File: config.mk
export PLATFORM = sky130hd
export DESIGN_NAME = serial_adder_ctrl
export DESIGN_NICKNAME = d
export VERILOG_FILES = /design/src/rtl/serial_adder_ctrl.sv
export SDC_FILE = /design/constraint.sdc
export NUM_CORES = 1
export LEC_CHECK = 0
export CAP_MARGIN = 40
export CORE_AREA = 3 3 59 61
export DETAILED_ROUTE_END_ITERATION = 8
export DIE_AREA = 0 0 62 64
export PLACE_DENSITY = 0.74
export SLEW_MARGIN = 15
export SYNTH_ARGS = -nofsm -noshare
export SYNTH_HDL_FRONTEND = slang
export SYNTH_SLANG_ARGS = --single-unit
File: constraint.sdc
create_clock -name clk -period 3 [get_ports clk]
set_input_delay 0.45 -clock clk [delete_from_list [all_inputs] [get_ports clk]]
set_output_delay 0.45 -clock clk [all_outputs]
set_load 0.005 [all_outputs]
File: src/rtl/serial_adder_ctrl.sv
// ---------------------------------------------------------------------------
// serial_adder_ctrl
//
// Bit-serial adder sequencer. A single full-adder slice (two half adders and
// an OR) is reused for every bit of a WIDTH-bit addition, one bit per clock,
// LSB first. Operands come in over a valid/ready handshake, and the result
// goes out over a second valid/ready handshake.
//
// Optional feature macro: SERIAL_ADD_OVF_EN
//   When defined, the block adds the ovf output and the signed-overflow logic.
//   When undefined, ovf and its logic are absent. All other behaviour and
//   timing are the same in both builds.
//
// Parameters:
//   WIDTH        operand and sum width in bits (>= 1)
//
// Ports:
//   clk          clock, rising edge
//   rst          synchronous active-high reset
//   start_valid  producer offers a, b, cin
//   start_ready  block can accept operands (IDLE only)
//   a, b         addends, sampled on the accept edge
//   cin          carry-in, sampled on the accept edge
//   done_valid   sum/cout (and ovf) are valid
//   done_ready   consumer takes the result
//   sum          result register
//   cout         carry out of bit WIDTH-1
//   busy         high while an operation is in RUN or DONE
//   ovf          signed overflow (SERIAL_ADD_OVF_EN only)
// ---------------------------------------------------------------------------
module serial_adder_ctrl #(
    parameter int WIDTH = 8
) (
    input  logic             clk,
    input  logic             rst,
    input  logic             start_valid,
    output logic             start_ready,
    input  logic [WIDTH-1:0] a,
    input  logic [WIDTH-1:0] b,
    input  logic             cin,
    output logic             done_valid,
    input  logic             done_ready,
    output logic [WIDTH-1:0] sum,
    output logic             cout,
    output logic             busy
`ifdef SERIAL_ADD_OVF_EN
    ,
    output logic             ovf
`endif
);

    // The bit index always needs at least one bit, even when WIDTH is 1.
    localparam int IDX_W = (WIDTH > 1) ? $clog2(WIDTH) : 1;
    localparam logic [IDX_W-1:0] LAST_IDX = IDX_W'(WIDTH - 1);

    typedef enum logic [1:0] {
        IDLE = 2'd0,
        RUN  = 2'd1,
        DONE = 2'd2
    } state_t;

    state_t state;
    state_t state_next;

    logic [WIDTH-1:0] a_q;
    logic [WIDTH-1:0] b_q;
    logic [WIDTH-1:0] sum_q;
    logic             cout_q;
    logic             carry;
    logic [IDX_W-1:0] idx;

    logic s1;
    logic c1;
    logic c2;
    logic bit_sum;
    logic carry_next;
    logic last_bit;
    logic accept;
    logic release_done;

    // This is the single shared full-adder slice. It always works on bit idx
    // of the latched operands, together with the running carry.
    always_comb begin
        s1         = a_q[idx] ^ b_q[idx];
        c1         = a_q[idx] & b_q[idx];
        bit_sum    = s1 ^ carry;
        c2         = s1 & carry;
        carry_next = c1 | c2;
    end

    // These are the handshake qualifiers. The state gates both of them, so
    // start_valid has no effect outside IDLE. DONE never starts a new add in
    // the same cycle as it releases the result.
    always_comb begin
        accept       = (state == IDLE) && start_valid;
        release_done = (state == DONE) && done_ready;
        last_bit     = (idx == LAST_IDX);
    end

    // State register. Reset overrides everything, including an add that is
    // still in RUN or waiting in DONE.
    always_ff @(posedge clk) begin
        if (rst) begin
            state <= IDLE;
        end else begin
            state <= state_next;
        end
    end

    // Next-state logic. The block stays in RUN until the slice has processed
    // the MSB. It stays in DONE until the consumer takes the result.
    always_comb begin
        state_next = state;
        case (state)
            IDLE: if (accept)       state_next = RUN;
            RUN:  if (last_bit)     state_next = DONE;
            DONE: if (release_done) state_next = IDLE;
            default:                state_next = IDLE;
        endcase
    end

    // Datapath registers. The operands are copied on accept, so the producer
    // can change a/b/cin right away. In RUN, each edge writes one sum bit in
    // place. The other sum bits keep their old values until the slice reaches
    // them, and cout only changes on the MSB edge.
    always_ff @(posedge clk) begin
        if (rst) begin
            a_q    <= '0;
            b_q    <= '0;
            sum_q  <= '0;
            cout_q <= 1'b0;
            carry  <= 1'b0;
            idx    <= '0;
        end else if (accept) begin
            a_q   <= a;
            b_q   <= b;
            carry <= cin;
            idx   <= '0;
        end else if (state == RUN) begin
            sum_q[idx] <= bit_sum;
            carry      <= carry_next;
            if (last_bit) begin
                cout_q <= carry_next;
            end else begin
                idx <= idx + IDX_W'(1);
            end
        end
    end

`ifdef SERIAL_ADD_OVF_EN
    logic ovf_q;

    // Signed overflow is the carry into the MSB XOR the carry out of the MSB.
    // On the MSB edge, 'carry' still holds the carry into the MSB.
    always_ff @(posedge clk) begin
        if (rst) begin
            ovf_q <= 1'b0;
        end else if ((state == RUN) && last_bit) begin
            ovf_q <= carry ^ carry_next;
        end
    end

    assign ovf = ovf_q;
`endif

    // All outputs come straight from registers or from a decode of the state
    // register. No input feeds an output combinationally.
    assign start_ready = (state == IDLE);
    assign done_valid  = (state == DONE);
    assign busy        = (state != IDLE);
    assign sum         = sum_q;
    assign cout        = cout_q;

endmodule

==> metrics.md, run 1 <==
| Metric | Value |
|---|---|
| Status | `complete, no violations` |
| Hold Path Stages | `2` |
| Async S/R FF share, synth | `0` |
| Post-Synth Simple-Gate Area | `0.241` |
| Clock Sinks | `31` |
| Mapped Area | `about 0.0014 mm²` |
| Critical Path RT | `roughly 3300 ps` |
| Maximum vdd ir drop | `0.301 mV` |
| Antenna viol nets, final | `0` |
| Crit path time final | `2420 ps` |
| Post-synth net total | `175` |
| Yosys top cell by area | `dfxtp_1` |
| Fin. Hold Viols | `0` |
| Worst skew pair latency | `340 ps` |
| Number of global-route vias before repair | `slightly below 1000` |
| Worst setup path class | `reg -> reg` |
| Worst Tran Pin Value | `622 ps` |
| Sequential area share after synthesis | `0.441` |
| Fraction of layout cells with a size suffix above 1 | `0.109` |
| Distinct cells, synth | `27` |
| Antenna diodes | `0` |
| Total Wirelength | `2800 µm` |
| Core area | `0.00303 mm²` |
| H-tree Lvls | `2` |
| Syn Area/Cell | `9.31 µm²` |
| Syn-to-layout area delta | `29.1%` |
| Total Power | `0.844 mW` |
| FP Rows | `20` |
| Final worst-path cycle share | `0.807` |
| Total negative slack | `0 ps` |
| Post-synthesis mux area share | `0.165` |
| Fin worst setup slack | `579 ps` |
| Buffers on Ports | `32` |
| Cell Pwr Density | `465 mW/mm²` |
| #FFs+latches synth | `31` |
| Cells after Synth | `approximately 150` |
| Worst slack, placed | `~580 ps` |
| Worst EP arrival | `2690 ps` |
| Fin area | `0.00182 mm²` |
| Clk slew on worst S/H paths | `100 ps` |
| Crit start category | `register` |
| Xor/xnor share of the synthesized area | `0.00623` |
| Max-Cap Viols | `0` |
| Num CTS Buffers | `5` |
| Max Transition Viols Final | `0` |
| Io pins | `33` |
| HPWL Detailed | `2080 µm` |
| Crit end category | `register` |
| CTS max path bufs | `2` |
| Top cells by count, synth | `38 x nand2_1, 31 x dfxtp_1, 17 x a21oi_1, 12 x mux2i_1, 10 x nand2b_1` |
| Largest net degree at the start of global routing | `21` |
| Count leader, synth | `nand2_1` |
| Post-CTS setup buffer count | `0` |
| Synth Flop Type | `dfxtp_1` |
| RSZ-0062 raised after global routing | `no` |
| WL/cell | `approximately 12 µm` |
| Achievable clock frequency | `413 MHz` |
| Root Buffer | `clkbuf_4` |
| Resize count post-CTS | `0` |
| Final Setup Violations | `0` |
| Worst Reg-to-Reg Cells | `5` |
| Nets | `206` |
| Post-DR vias/cell | `4.81` |
| Leak Pwr | `0.725 nW` |
| Post-layout util | `0.600` |
| Die height | `64 µm` |
| Hold buffer count at CTS | `0` |
| Compound-Gate Fraction of Synth Area | `0.0694` |
| Adder-cell share of the synthesized area | `0.0320` |
| Largest family of logic cells by synthesized area | `simple AND/OR/NAND/NOR gates` |
| CP Max Fanout | `11` |
| Initial antenna violation count | `0` |
| HP Class | `reg -> reg` |
| Via count | `1091` |
| Worst slew margin | `0.584` |
| Die area | `0.00397 mm²` |
| GR Overflow Total | `0` |
| Ranking of synthesized cells by area | `dfxtp_1 44%, nand2_1 10%, mux2i_1 8.5%` |
| Final GP Congestion | `0.710` |
| Initial core utilization | `0.464` |
| Die width | `~62 µm` |
| Drt drc | `0` |
| EDFF count, synth | `0` |
| First-pass GRT wire length | `4590 µm` |
| DRT Pass-1 Iters | `4` |
| CTS tree | `yes` |
| YS warnings | `0` |
| Cell Area, Placed | `0.00174 mm²` |
| Synth top area share | `0.441` |
| Total Routing Usage GR | `0.159` |
| Setup Skew | `7.38 ps` |
| Iteration-0 DRC count of the detailed router | `19` |
[cell families after synthesis]
group                    count (synthesis)
flip-flops                              31
XOR/XNOR                                 1
buffers and inverters                   11
AND/OR/NAND/NOR                         69
AO/OA/AOI/OAI                           18
adder cells (fa/ha/maj)                  3
multiplexers                            18
[through the flow]
| stage | hold slack [ps] | cells |
|---|---|---|
| after global routing | 487 | 227 |
| after global placement | 446 | 219 |
| final | 461 | 227 |
| after CTS | 465 | 227 |
| after floorplan | 433 | 151 |
| after detailed placement | 451 | 219 |
[sequential cells by signal, summed over array words and instances, names as in the netlist]
name,cells
a_q,8
b_q,8
sum,8
idx,3
state,2
carry,1
cout,1
[cell usage in the layout, fill, tap and decap left out]
cell and count:
a211oi_2 1, a21oi_1 17, and2b_1 1, and3b_2 1, buf_4 2, clkbuf_4 5, clkbuf_8 2, clkdlybuf4s50_1 32
clkinvlp_4 1, dfxtp_1 31, fa_1 1, ha_1 2, inv_1 1, mux2_2 2, mux2i_1 12, mux4_2 4
nand2_1 38, nand2b_1 10, nand3_1 2, nand3b_1 1, nor2_1 6, nor2b_1 3, nor3_1 3, nor3b_1 1
nor3b_2 1, nor3b_4 1, or3b_1 1, xnor2_1 1
[report_power, final]
| part | switching [mW] | leakage (nW) | internal [mW] | total (mW) |
|---|---|---|---|---|
| combinational | 0.0473 | 0.435 | 0.0649 | 0.112 |
| sequential | 0.0163 | 0.253 | 0.430 | 0.446 |
| clock | 0.149 | 0.0375 | 0.137 | 0.286 |
[layer usage]
layer / GRT usage / vias up / part of all wire
met5: 0 / - / 0
met4: 0.0637 / 0 / 0.017
met3: 0.0586 / 5 / 0.059
met2: 0.258 / 31 / 0.47
met1: 0.184 / 490 / 0.45
li1: - / 565 / -
[critical path, stage by stage (launching register included)]
cell	delay, ps
dfxtp_1	660
mux4_2	560
mux2_2	290
fa_1	500
nand2b_1	160
mux2i_1	180
[layout make-up]
cell class / instances / area (µm²)
fill: 303 / 1210
multi-input combinational: 109 / 728
sequential: 31 / 621
timing repair buffer: 34 / 335
clock buffer: 7 / 65.1
tap: 44 / 55.1
clock inverter: 1 / 7.51
inverter: 1 / 3.75
[path summary, 6_finish.rpt]
| check | from | to | slack (ps) |
|---|---|---|---|
| setup reg to reg | idx[0]$_SDFFE_PP0P_ | sum[1]$_SDFFE_PP0P_ | 580 |
| hold reg to reg | a_q[0]$_SDFFE_PP0P_ | a_q[0]$_SDFFE_PP0P_ | 460 |
| hold / removal | a_q[0]$_SDFFE_PP0P_ | a_q[0]$_SDFFE_PP0P_ | 460 |
| setup / recovery | idx[0]$_SDFFE_PP0P_ | sum[1]$_SDFFE_PP0P_ | 580 |
Note: power is estimated with default switching activity, not from simulation.
==> run 2, diff against run 1 <==
- clock period: 3 -> 2.4 ns (I/O delays scaled with it)
==> run 2 against run 1 <==
  * Highest routed layer unchanged
  * Wire length fell by 0.21%
  * Sequential share of layout area fell by 0.21 points
  * Clock skew decreased by 1.2 ps
  * Critical endpoint unchanged
  * Critical path type unchanged
  * Maximum frequency increased by 8.5%
  * Largest cell class unchanged
  * Via count up 2.5%
  * Final cell count up 0.88%
==> metrics.md, run 2 (synthesis results as in run 1) <==
| Metric | Value |
|---|---|
| Worst EP arrival | `2440 ps (was 2690 ps)` |
| Die width | `62 µm (unchanged)` |
| Final Setup Violations | `0 (unchanged)` |
| Fin. Hold Viols | `0 (unchanged)` |
| Core area | `0.00303 mm² (unchanged)` |
| Buffers on Ports | `32 (unchanged)` |
| GR Overflow Total | `0 (unchanged)` |
| Total negative slack | `0 ps (unchanged)` |
| WL/cell | `12.2 µm (was 12.3 µm)` |
| RSZ-0062 raised after global routing | `no (unchanged)` |
| Final worst-path cycle share | `0.930 (was 0.807)` |
| Iteration-0 DRC count of the detailed router | `24 (was 19)` |
| Root Buffer | `clkbuf_4 (unchanged)` |
| Worst skew pair latency | `320 ps (was 340 ps)` |
| Num CTS Buffers | `5 (unchanged)` |
| Die height | `64 µm (unchanged)` |
| Commonest non-fill, non-tap cells in the layout | `38 x nand2_1, 32 x clkdlybuf4s50_1, 31 x dfxtp_1 (unchanged)` |
| Final GP Congestion | `0.766 (was 0.710)` |
| Leak Pwr | `0.736 nW (was 0.725 nW)` |
| Initial antenna violation count | `0 (unchanged)` |
| Max-Cap Viols | `0 (unchanged)` |
| Commonest non-fill, non-tap cell in the layout | `nand2_1 (unchanged)` |
| Clock Sinks | `31 (unchanged)` |
| Met3 Track Usage GR | `0.0667 (was 0.0586)` |
| Initial core utilization | `0.464 (unchanged)` |
| Total Wirelength | `2800 µm (about the same)` |
| Critical Path RT | `2610 ps (was 3270 ps)` |
| Hold buffer count at CTS | `0 (unchanged)` |
| Maximum vdd ir drop | `0.400 mV (was 0.301 mV)` |
| Achievable clock frequency | `448 MHz (was 413 MHz)` |
| Crit end category | `register (unchanged)` |
| Most used routing layer | `met2 (unchanged)` |
| Total Routing Usage GR | `0.160 (was 0.159)` |
| Clk slew on worst S/H paths | `90 ps (was 100 ps)` |
| Antenna diodes | `0 (unchanged)` |
| Resize count post-CTS | `0 (unchanged)` |
| DRT Pass-1 Iters | `4 (unchanged)` |
| First-pass GRT wire length | `4660 µm (was 4590 µm)` |
| R2r setup slk | `170 ps (was 580 ps)` |
| Nets | `208 (was 206)` |
| HP Class | `reg -> reg (unchanged)` |
| H-tree Lvls | `2 (unchanged)` |
| Number of global-route vias before repair | `1114 (was 993)` |
| Setup Skew | `6.18 ps (was 7.38 ps)` |
| HPWL Detailed | `2110 µm (was 2080 µm)` |
| Status | `complete, no violations (unchanged)` |
| Max Transition Viols Final | `0 (unchanged)` |
| Crit path time final | `2230 ps (was 2420 ps)` |
| Post-DR vias/cell | `4.88 (was 4.81)` |
| Drt drc | `0 (unchanged)` |
| Met2 Use GR | `0.269 (was 0.258)` |
| Via count | `1118 (was 1091)` |
| CP Max Fanout | `8 (was 11)` |
| Post-layout util | `0.603 (was 0.600)` |
| Cell Pwr Density | `570 mW/mm² (was 465 mW/mm²)` |
| CTS tree | `yes (unchanged)` |
| Worst setup path class | `reg -> reg (unchanged)` |
| Post-CTS setup buffer count | `0 (unchanged)` |
| Largest net degree at the start of global routing | `21 (unchanged)` |
| Fraction of layout cells with a size suffix above 1 | `0.114 (was 0.109)` |
| Crit start category | `register (unchanged)` |
| Antenna viol nets, final | `0 (unchanged)` |
| FP Rows | `20 (unchanged)` |
| Die area | `0.00397 mm² (unchanged)` |
| CTS max path bufs | `2 (unchanged)` |
| Worst Tran Pin Value | `534 ps (was 622 ps)` |
| Syn-to-layout area delta | `29.9% (was 29.1%)` |
| GRT met1 Usage | `0.177 (was 0.184)` |
| Worst slew margin | `0.644 (was 0.584)` |
| Io pins | `33 (unchanged)` |
==> run 2: cell count changes in the layout (fill, tap and decap cells not counted), sizes merged <==
| cell | delta |
|---|---|
| clkbuf | +1 |
| buf | +2 |
| clkinvlp | -1 |
==> run 2: path summary, 6_finish.rpt <==
kind	start	to	cells past startpoint
hold reg to reg	b_q[1]$_SDFFE_PP0P_	b_q[1]$_SDFFE_PP0P_	2
setup / recovery	idx[0]$_SDFFE_PP0P_	sum[1]$_SDFFE_PP0P_	5
setup reg to reg	idx[0]$_SDFFE_PP0P_	sum[1]$_SDFFE_PP0P_	5
hold / removal	b_q[1]$_SDFFE_PP0P_	b_q[1]$_SDFFE_PP0P_	2
==> run 2: cell type report <==
cell class,instances,area (µm²)
multi-input combinational,109,728
inverter,1,3.75
sequential,31,621
fill,288,1200
clock buffer,8,68.8
timing repair buffer,36,350
tap,44,55.1
==> run 2: stage by stage <==
step                      setup WS, ps  cells  hold WS [ps]  cell area, µm²  total power, mW
final                              168    229           465            1830             1.04
after global routing              32.7    229           487            1830             1.09
after CTS                          147    229           469            1830             1.05
after detailed placement           147    221           457            1760            0.715
after global placement             230    221           448            1760            0.710
after floorplan                    150    151           433            1410            0.656
==> run 2: per-layer routing <==
| metal | up-vias | share of wire |
|---|---|---|
| met5 | - | 0 |
| met4 | 0 | 0.013 |
| met3 | 6 | 0.063 |
| met2 | 37 | 0.49 |
| met1 | 504 | 0.43 |
| li1 | 571 | - |
==> run 2: report_power, final <==
group | internal [mW] | switching [mW] | total (mW)
Clock | 0.172 | 0.168 | 0.340
Sequential | 0.537 | 0.0183 | 0.555
Combinational | 0.0837 | 0.0624 | 0.146
Total | 0.793 | 0.248 | 1.04
==> run 2: worst max-delay path, stage by stage, from the launching register on <==
cell	delay, ps
dfxtp_1	480
mux4_2	540
mux2_2	290
fa_1	450
nand2b_1	240
mux2i_1	120
==> run 3, diff against run 2 <==
- CORE_AREA: 3 3 59 61 -> 3 3 49 73
- DIE_AREA: 0 0 62 64 -> 0 0 52 76
==> run 3 against run 2 <==
  * Combinational power barely moved
  * Non-clock buffer count increased by 1
  * Sequential cell count stayed put
  * Critical path depth unchanged
  * Utilization rose by 1.6 points
  * Critical endpoint is now sum[7]$_SDFFE_PP0P_
  * Largest cell class unchanged
==> metrics.md, run 3 (synthesis results as in run 1) <==
| Metric | Value |
|---|---|
| Status | `complete, no violations (unchanged)` |
| Final worst-path cycle share | `0.897 (was 0.930)` |
| Commonest non-fill, non-tap cells in the layout | `38 x nand2_1, 32 x clkdlybuf4s50_1, 30 x dfxtp_1 (was 38 x nand2_1, 32 x clkdlybuf4s50_1, 31 x dfxtp_1)` |
| Core area | `0.00297 mm² (was 0.00303 mm²)` |
| Drt drc | `0 (unchanged)` |
| Critical Path End | `sum[7]$_SDFFE_PP0P_ (was sum[1]$_SDFFE_PP0P_)` |
| Worst skew pair latency | `280 ps (was 320 ps)` |
| HPWL Detailed | `2220 µm (was 2110 µm)` |
| GR Overflow Total | `0 (unchanged)` |
| Leak Pwr | `0.745 nW (was 0.736 nW)` |
| Worst Reg-to-Reg Cells | `5 (unchanged)` |
| Worst Setup SP | `idx[0]$_SDFFE_PP0P_ (unchanged)` |
| Total Power | `1.09 mW (was 1.04 mW)` |
| Largest net degree at the start of global routing | `19 (was 21)` |
| Critical Path RT | `2560 ps (was 2610 ps)` |
| Die width | `52 µm (was 62 µm)` |
| Final GP Congestion | `0.744 (was 0.766)` |
| HP Class | `reg -> reg (unchanged)` |
| Worst slew margin | `0.620 (was 0.644)` |
| Post-DR vias/cell | `5.03 (was 4.88)` |
| Final Setup Violations | `0 (unchanged)` |
| Worst Tran Pin Value | `570 ps (was 534 ps)` |
| Final non-filler cell total | `225 (was 229)` |
| Achievable clock frequency | `464 MHz (was 448 MHz)` |
| Total Wirelength | `2860 µm (was 2800 µm)` |
| Seq. cell area | `622 µm² (was 621 µm²)` |
| Seq pwr share | `0.512 (was 0.533)` |
| Antenna diodes | `0 (unchanged)` |
| CP Max Fanout | `8 (unchanged)` |
| Die area | `0.00395 mm² (was 0.00397 mm²)` |
| Worst setup path class | `reg -> reg (unchanged)` |
| Routed length on met3 | `166 µm (was 177 µm)` |
| DRT Pass-1 Iters | `4 (unchanged)` |
| Clock power share | `0.352 (was 0.326)` |
| WL/cell | `12.7 µm (was 12.2 µm)` |
| R2R Path End | `sum[7]$_SDFFE_PP0P_ (was sum[1]$_SDFFE_PP0P_)` |
| Initial core utilization | `0.473 (was 0.464)` |
| Max Transition Viols Final | `0 (unchanged)` |
| Num CTS Buffers | `5 (unchanged)` |
| Total negative slack | `0 ps (unchanged)` |
| # fillers | `257 (was 288)` |
| Area of the multi-input gates | `728 µm² (unchanged)` |
| CTS max path bufs | `2 (unchanged)` |
| Syn-to-layout area delta | `31.0% (was 29.9%)` |
| Commonest non-fill, non-tap cell in the layout | `nand2_1 (unchanged)` |
| Total Routing Usage GR | `0.157 (was 0.160)` |
| Antenna viol nets, final | `0 (unchanged)` |
| Number of global-route vias before repair | `1076 (was 1114)` |
| Io pins | `33 (unchanged)` |
| Max-Cap Viols | `0 (unchanged)` |
| Crit path time final | `2150 ps (was 2230 ps)` |
| Cell Pwr Density | `590 mW/mm² (was 570 mW/mm²)` |
| H-tree Lvls | `2 (unchanged)` |
| Sw frac | `0.240 (was 0.239)` |
| Root Buffer | `clkbuf_8 (was clkbuf_4)` |
| Routed met2 length | `1560 µm (was 1370 µm)` |
| Via count | `1131 (was 1118)` |
| FP Rows | `24 (was 20)` |
| Worst EP arrival | `2310 ps (was 2440 ps)` |
| Setup Skew | `7.08 ps (was 6.18 ps)` |
| Met1 WL | `1070 µm (was 1210 µm)` |
| Top layer in use | `met4 (unchanged)` |
| Crit start category | `register (unchanged)` |
| Logic pwr share | `0.136 (was 0.140)` |
| Post-CTS setup buffer count | `0 (unchanged)` |
| CTS tree | `yes (unchanged)` |
| Worst R2R Start | `idx[0]$_SDFFE_PP0P_ (unchanged)` |
| Buffers on Ports | `32 (unchanged)` |
| Crit end category | `register (unchanged)` |
| R2r setup slk | `250 ps (was 170 ps)` |
| Worst slack, placed | `111 ps (was 147 ps)` |
| Nets | `209 (was 208)` |
| P_sw | `0.261 mW (was 0.248 mW)` |
| Fin worst setup slack | `247 ps (was 168 ps)` |
| Die height | `76 µm (was 64 µm)` |
| Power Internal | `0.827 mW (was 0.793 mW)` |
| Maximum vdd ir drop | `0.375 mV (was 0.400 mV)` |
| Fin. Hold Viols | `0 (unchanged)` |
| Initial antenna violation count | `0 (unchanged)` |
| First-pass GRT wire length | `4660 µm (unchanged)` |
| Fraction of layout cells with a size suffix above 1 | `0.118 (was 0.114)` |
| Clk slew on worst S/H paths | `60 ps (was 90 ps)` |
| Iteration-0 DRC count of the detailed router | `40 (was 24)` |
| RSZ-0062 raised after global routing | `no (unchanged)` |
| Clock Sinks | `31 (unchanged)` |
| Placed Instances | `217 (was 221)` |
-- run 3: changes by cell type in the layout (fill, tap and decap cells not counted), sizes merged --
cell	change
buf	+1
clkbuf	-1
clkinv	+1
-- run 3: power groups by stage --
stage          sequential [mW]  combinational [mW]  clock, mW
3_5_place_dp             0.568               0.149          0
2_1_floorplan            0.560              0.0967          0
5_1_grt                  0.559               0.165      0.422
6_report                 0.557               0.148      0.382
4_1_cts                  0.557               0.150      0.396
3_3_place_gp             0.566               0.144          0
-- run 3: layer usage --
| metal | GRT usage | vias to the layer above |
|---|---|---|
| met3 | 0.0548 | 8 |
| met2 | 0.268 | 40 |
| met5 | 0 | - |
| li1 | - | 570 |
| met4 | 0.0630 | 0 |
| met1 | 0.169 | 513 |
-- run 3: cell type report --
class	count	share of cell area
Clock buffer	7	0.0414
Clock inverter	1	0.00272
Inverter	1	0.00204
Multi-Input combinational cell	109	0.395
Sequential cell	31	0.338
Tap cell	39	0.0265
Timing Repair Buffer	37	0.194
-- run 3: worst min-delay path by stage --
| stage | startpoint | to | cells past startpoint | slack (ps) |
|---|---|---|---|---|
| 2_1_floorplan | a_q[2]$_SDFFE_PP0P_ | a_q[2]$_SDFFE_PP0P_ | 2 | 430 |
| 3_3_place_gp | b_q[7]$_SDFFE_PP0P_ | b_q[7]$_SDFFE_PP0P_ | 2 | 440 |
| 3_5_place_dp | a_q[3]$_SDFFE_PP0P_ | a_q[3]$_SDFFE_PP0P_ | 2 | 450 |
| 4_1_cts | a_q[3]$_SDFFE_PP0P_ | a_q[3]$_SDFFE_PP0P_ | 2 | 460 |
| 5_1_grt | a_q[3]$_SDFFE_PP0P_ | a_q[3]$_SDFFE_PP0P_ | 2 | 470 |
| 6_report | b_q[2]$_SDFFE_PP0P_ | b_q[2]$_SDFFE_PP0P_ | 2 | 460 |
-- run 3: stage by stage --
step / util / hold WS [ps] / cell area (µm²)
floorplan: - / 433 / 1410
global placement: 0.592 / 443 / 1760
detailed placement: 0.592 / 451 / 1760
CTS: 0.619 / 460 / 1840
global route: 0.620 / 475 / 1840
finish: 0.620 / 455 / 1840
-- run 3: worst max-delay path, stage by stage (launching register included) --
cell,delay (ps)
dfxtp_2,410
mux4_2,520
mux2_2,290
fa_1,450
nand2b_1,240
mux2i_1,120
-- run 3: repair_timing --
action	4_1_cts	5_1_grt
gates resized for setup	0	1
hold buffers	0	0
setup endpoints to repair	0	4
